## src/rtl/dsm_pkg.sv

```systemverilog
// Shared constants, width helper and warm-up state encoding for the DSM
// bitstream receive path.
package dsm_pkg;

    localparam int OUT_W  = 16;
    localparam int WARMUP = 2;

    typedef enum logic [1:0] {
        WARM0 = 2'd0,
        WARM1 = 2'd1,
        RUN   = 2'd2
    } warm_state_t;

    // Register width that holds an order-N CIC gain of (2^osr_log2)^N exactly.
    function automatic int cic_width(input int order, input int osr_log2);
        return order * osr_log2 + 1;
    endfunction

endpackage

```

## src/rtl/cic_integrator.sv

```systemverilog
// One CIC integrator stage: wrap-around accumulator with enable, exposing both
// the combinational next value (for same-cycle cascading) and the stored sum.
module cic_integrator #(
    parameter int W = 19
) (
    input  logic         clk,
    input  logic         reset,
    input  logic         en,
    input  logic [W-1:0] add_in,
    output logic [W-1:0] sum_next,
    output logic [W-1:0] sum
);

    logic [W-1:0] sum_reg;

    assign sum_next = sum_reg + add_in;
    assign sum      = sum_reg;

    always_ff @(posedge clk) begin
        if (reset) begin
            sum_reg <= '0;
        end else if (en) begin
            sum_reg <= sum_next;
        end
    end

endmodule

```

## src/rtl/dsm_sinc3_decimator.sv

```systemverilog
// Third-order CIC decimator: turns a unipolar 1-bit DSM stream into 16-bit
// unsigned samples, one per 2^OSR_LOG2 accepted bits, after a two-window warm-up.
module dsm_sinc3_decimator
    import dsm_pkg::*;
#(
    parameter int OSR_LOG2 = 6
) (
    input  logic             clk,
    input  logic             reset,
    input  logic             bit_in,
    input  logic             bit_valid,
    output logic [OUT_W-1:0] sample_out,
    output logic             sample_valid
);

    localparam int W     = cic_width(3, OSR_LOG2);
    localparam int SHIFT = 3 * OSR_LOG2 - OUT_W;

    logic [2:0][W-1:0] stage_in;
    logic [2:0][W-1:0] stage_next;
    logic [2:0][W-1:0] stage_sum_unused;

    genvar gi;
    generate
        for (gi = 0; gi < 3; gi++) begin : g_int
            if (gi == 0) begin : g_first
                assign stage_in[gi] = {{(W-1){1'b0}}, bit_in};
            end else begin : g_rest
                assign stage_in[gi] = stage_next[gi-1];
            end

            cic_integrator #(
                .W(W)
            ) u_int (
                .clk      (clk),
                .reset    (reset),
                .en       (bit_valid),
                .add_in   (stage_in[gi]),
                .sum_next (stage_next[gi]),
                .sum      (stage_sum_unused[gi])
            );
        end
    endgenerate

    // Decimation counter; the window closes on the bit that sees it all-ones.
    logic [OSR_LOG2-1:0] cnt_reg;
    logic                dec_event;

    assign dec_event = bit_valid && (cnt_reg == {OSR_LOG2{1'b1}});

    always_ff @(posedge clk) begin
        if (reset) begin
            cnt_reg <= '0;
        end else if (bit_valid) begin
            cnt_reg <= cnt_reg + 1'b1;
        end
    end

    logic [W-1:0] d1_reg, d2_reg, d3_reg;
    logic [W-1:0] c1, c2, y;

    assign c1 = stage_next[2] - d1_reg;
    assign c2 = c1 - d2_reg;
    assign y  = c2 - d3_reg;

    always_ff @(posedge clk) begin
        if (reset) begin
            d1_reg <= '0;
            d2_reg <= '0;
            d3_reg <= '0;
        end else if (dec_event) begin
            d1_reg <= stage_next[2];
            d2_reg <= c1;
            d3_reg <= c2;
        end
    end

    // Warm-up: the first two windows still hold pre-reset-zero history in the combs.
    warm_state_t state_reg, state_next;
    logic        load;

    always_ff @(posedge clk) begin
        if (reset) begin
            state_reg <= WARM0;
        end else begin
            state_reg <= state_next;
        end
    end

    always_comb begin
        state_next = state_reg;
        load       = 1'b0;
        if (dec_event) begin
            case (state_reg)
                WARM0:   state_next = WARM1;
                WARM1:   state_next = RUN;
                RUN: begin
                    state_next = RUN;
                    load       = 1'b1;
                end
                default: state_next = WARM0;
            endcase
        end
    end

    // y never exceeds OSR^3, so any bit above OUT_W after the shift means full scale.
    logic [W-1:0]     y_shift;
    logic             sat;
    logic [OUT_W-1:0] sample_next;

    assign y_shift     = y >> SHIFT;
    assign sat         = |y_shift[W-1:OUT_W];
    assign sample_next = sat ? {OUT_W{1'b1}} : y_shift[OUT_W-1:0];

    logic [OUT_W-1:0] sample_reg;
    logic             valid_reg;

    always_ff @(posedge clk) begin
        if (reset) begin
            sample_reg <= '0;
            valid_reg  <= 1'b0;
        end else begin
            valid_reg <= load;
            if (load) begin
                sample_reg <= sample_next;
            end
        end
    end

    assign sample_out   = sample_reg;
    assign sample_valid = valid_reg;

endmodule

```

## config.mk

```make
export PLATFORM = sky130hd
export DESIGN_NAME = dsm_sinc3_decimator
export DESIGN_NICKNAME = d
export VERILOG_FILES = /design/src/rtl/dsm_pkg.sv /design/src/rtl/cic_integrator.sv /design/src/rtl/dsm_sinc3_decimator.sv
export SDC_FILE = /design/constraint.sdc
export NUM_CORES = 1
export LEC_CHECK = 0
export BUFFER_PORTS_ARGS = -buffer_cell sky130_fd_sc_hd__buf_2
export CAP_MARGIN = 25
export CORE_UTILIZATION = 50
export CTS_CLUSTER_SIZE = 30
export DETAILED_ROUTE_END_ITERATION = 7
export MAX_ROUTING_LAYER = met4
export PLACE_DENSITY_LB_ADDON = 0.08
export SYNTH_ARGS = -nofsm -noshare
export SYNTH_HDL_FRONTEND = slang
export SYNTH_SLANG_ARGS = --single-unit
```

## constraint.sdc

```tcl
create_clock -name clk -period 11.3 [get_ports clk]
set_input_delay 1.13 -clock clk [delete_from_list [all_inputs] [get_ports clk]]
set_output_delay 1.13 -clock clk [all_outputs]
set_load 0.02 [all_outputs]
```

==> summary.md <==
| Metric | Value |
|---|---|
| Outcome | `finished clean` |
| Post-placement setup slack | `1839 ps` |
| Post-synthesis instance total | `1163` |
| Highest achievable clock rate | `110.8 MHz` |
| Endpoints failing setup | `0` |
| Number of fill cells in the layout | `1801` |
| Max-capacitance violation count | `0` |
| Number of distinct library cells after synthesis | `66` |
| Flip-flop and latch count after synthesis | `139` |
| Sort of element at the start of the critical path | `input port` |
| Cell depth of the worst min-delay path | `2` |
| Share of the synthesized area in the top cell type | `0.2898` |
| Required time of the critical path | `11570 ps` |
| RSZ-0062 raised after global routing | `false` |
| Static leakage power | `4.360 nW` |
| Overall power after layout | `2.737 mW` |
| Antenna violations before repair | `0` |
| Number of instances resized during post-cts repair | `0` |
| Fraction of the yosys area taken by sequential cells | `0.2898` |
| Class of the most critical setup path | `input port to register` |
| CTS Root Buffer Type | `clkbuf_16` |
| Number of H-tree levels | `4` |
| Final hold slack | `453.4 ps` |
| Netlist area before placement | `9603 µm²` |
| Via count | `7500` |
| Peak supply drop | `0.0002182 V` |
| Max FFs per register | `57` |
| Global-route wire length before repair | `33480 µm` |
| Aggregate routed wire length | `19410 µm` |
| Maximum count of clock buffers along a single path | `2` |
| Starting density of the core | `0.5117` |
| Number of enable flip-flop cells after synthesis | `0` |
| Worst slew slack as a fraction of its limit | `0.4072` |
| Antenna diode count | `0` |
| Largest net degree at the start of global routing | `69` |
| Post-layout utilization of the core | `0.5623` |
| Worst hold path class | `register to register` |
| Area contributors post-synth | `dfxtp_1 (29%), ha_1 (13%), nand2_1 (5.5%)` |
| CP max FO | `16` |
| Net Count, Synth | `1270` |
| Die W | `140.6 µm` |
| Detailed router's first-iteration violation count | `291` |
| Total negative slack for setup checks | `0 ps` |
| Cell row count | `50` |
| Share of the clock period used by the worst path | `0.7985` |
| Number of I/O pins | `21` |
| Routed wirelength normalized by instance count | `13.75 µm` |
| Overall overflow remaining after global route | `0` |
| Post-detailed-placement half-perimeter wirelength | `13810 µm` |
| 1st-pass router iterations | `5` |
| Hold Violations, Final | `0` |
| Critical path capture point type | `register` |
| Arrival time reported for the critical path endpoint | `9290 ps` |
| DRC viols | `0` |
| Remaining antenna violation count | `0` |
| Maximum cell stage delay along the critical path | `720 ps` |
| Time the final worst path needs with I/O delays and setup | `9023 ps` |
| Total setup buffers inserted after CTS | `0` |
| Port Buffers | `20` |
| Sinks on the clock net | `139` |
| Post-synthesis async set-or-reset flop share | `0` |
| Most frequent standard cell in the layout excluding fill and tap cells | `nand2_1` |
| Floorplan die area | `19760 µm²` |
| Share of layout cells above drive strength 1 | `0.07385` |
| Number of warning messages in the yosys log | `0` |
| Most frequent cells in the layout | `nand2_1 (140), dfxtp_1 (139), nor2_1 (119), ha_1 (99), a21oi_1 (98)` |
| Max stage delay cell, worst path | `xnor2_4` |
| Clock latency at the later pin of the worst-skew pair | `420 ps` |
| Die Height | `140.6 µm` |
| TritonCTS clock tree | `done` |
| Via count of the first global-routing pass | `6994` |
| Worst-Margin Slew | `889.2 ps` |
| Cell repeated most along the worst path | `ha_1` |
| Final Worst Setup Slack | `2277 ps` |
| Area occupied by multi-input gates | `6341 µm²` |
| Average vias per placed instance | `5.312` |
| Cell taking the most area after synthesis | `dfxtp_1` |
| Layout Skew | `8.891 ps` |
| FF+latch area | `2783 µm²` |
| Routability cong. | `0.7937` |
| Post-synthesis to final-layout area growth | `9.889%` |
| CTS buffer count | `17` |
| Post-CTS Hold Fix Bufs | `0` |
| Final max-slew violation count | `0` |
| Placeable Area | `18770 µm²` |
| Most used flip-flop cell after synthesis | `dfxtp_1` |
| Final layout net count | `1272` |
| Avg Cell Area, Syn | `8.257 µm²` |
| Logic depth of the worst register-to-register path | `35` |
| GR Util All Layers | `0.2145` |
| Power density cells | `259.3 nW/µm²` |
| Clock slew at reported path FFs | `60 ps` |
-- per-stage QoR --
stage | instances | instance area (µm²)
global route | 1412 | 10550
global placement | 1380 | 9876
CTS | 1412 | 10550
detailed placement | 1380 | 9876
floorplan | 1163 | 9603
finish | 1412 | 10550
-- report_power, final --
group	switching (mW)	internal [mW]
combinational	0.968	0.626
sequential	0.00398	0.496
clock	0.216	0.427
total	1.19	1.55
-- final timing paths --
path                                            from                          to  slack (ps)
setup reg to reg  g_int[0].u_int.sum[0]$_SDFFE_PP0P_  sample_out[1]$_SDFFE_PP0P_        2740
hold reg to reg              d3_reg[12]$_SDFFE_PP0P_     d3_reg[12]$_SDFFE_PP0P_         450
setup / recovery                              bit_in  sample_out[1]$_SDFFE_PP0P_        2280
hold / removal               d3_reg[12]$_SDFFE_PP0P_     d3_reg[12]$_SDFFE_PP0P_         450
-- worst max-delay path: cells and delay by family --
kind / cells / cell delay, ps
compound gates: 12 / 2390
xor+xnor: 7 / 1790
fa+ha+maj: 7 / 1920
buf+inv: 1 / 110
simple gates: 8 / 1950
-- area by class of cell --
type,instances,area share
multi-input cells,899,0.6009
inverters,81,0.02881
flip-flops and latches,139,0.2637
clock inverters,10,0.02016
clock buffers,22,0.04399
repair buffers,27,0.01470
well taps,234,0.02774
-- cell usage after synthesis, types with 21 or more instances --
cell type  number
o21ai_0        35
xor2_1         58
nand3_1        24
a21o_1         24
xnor2_1        59
a21oi_1        98
mux2i_1        32
nor2_1        119
dfxtp_1       139
a211oi_1       21
nor3_1         22
nand2_1       140
clkbuf_1       37
inv_1          81
ha_1           99
-- logic make-up after synthesis --
kind of cell | share of synthesized area
AND/OR/NAND/NOR | 0.1737
AO/OA/AOI/OAI | 0.1958
flip-flops | 0.2898
buffers and inverters | 0.05055
XOR/XNOR | 0.1183
adder cells (fa/ha/maj) | 0.1373
multiplexers | 0.03453
-- per-layer routing --
metal  up-vias  global-route usage  wire [µm]
met5         -                   -          0
met4         0             0.05378        155
met3        14             0.04076        425
met2        57              0.3316       8612
met1      3405              0.2881      10220
li1       4024                   -          -
Power figures use the tool's default switching activity.
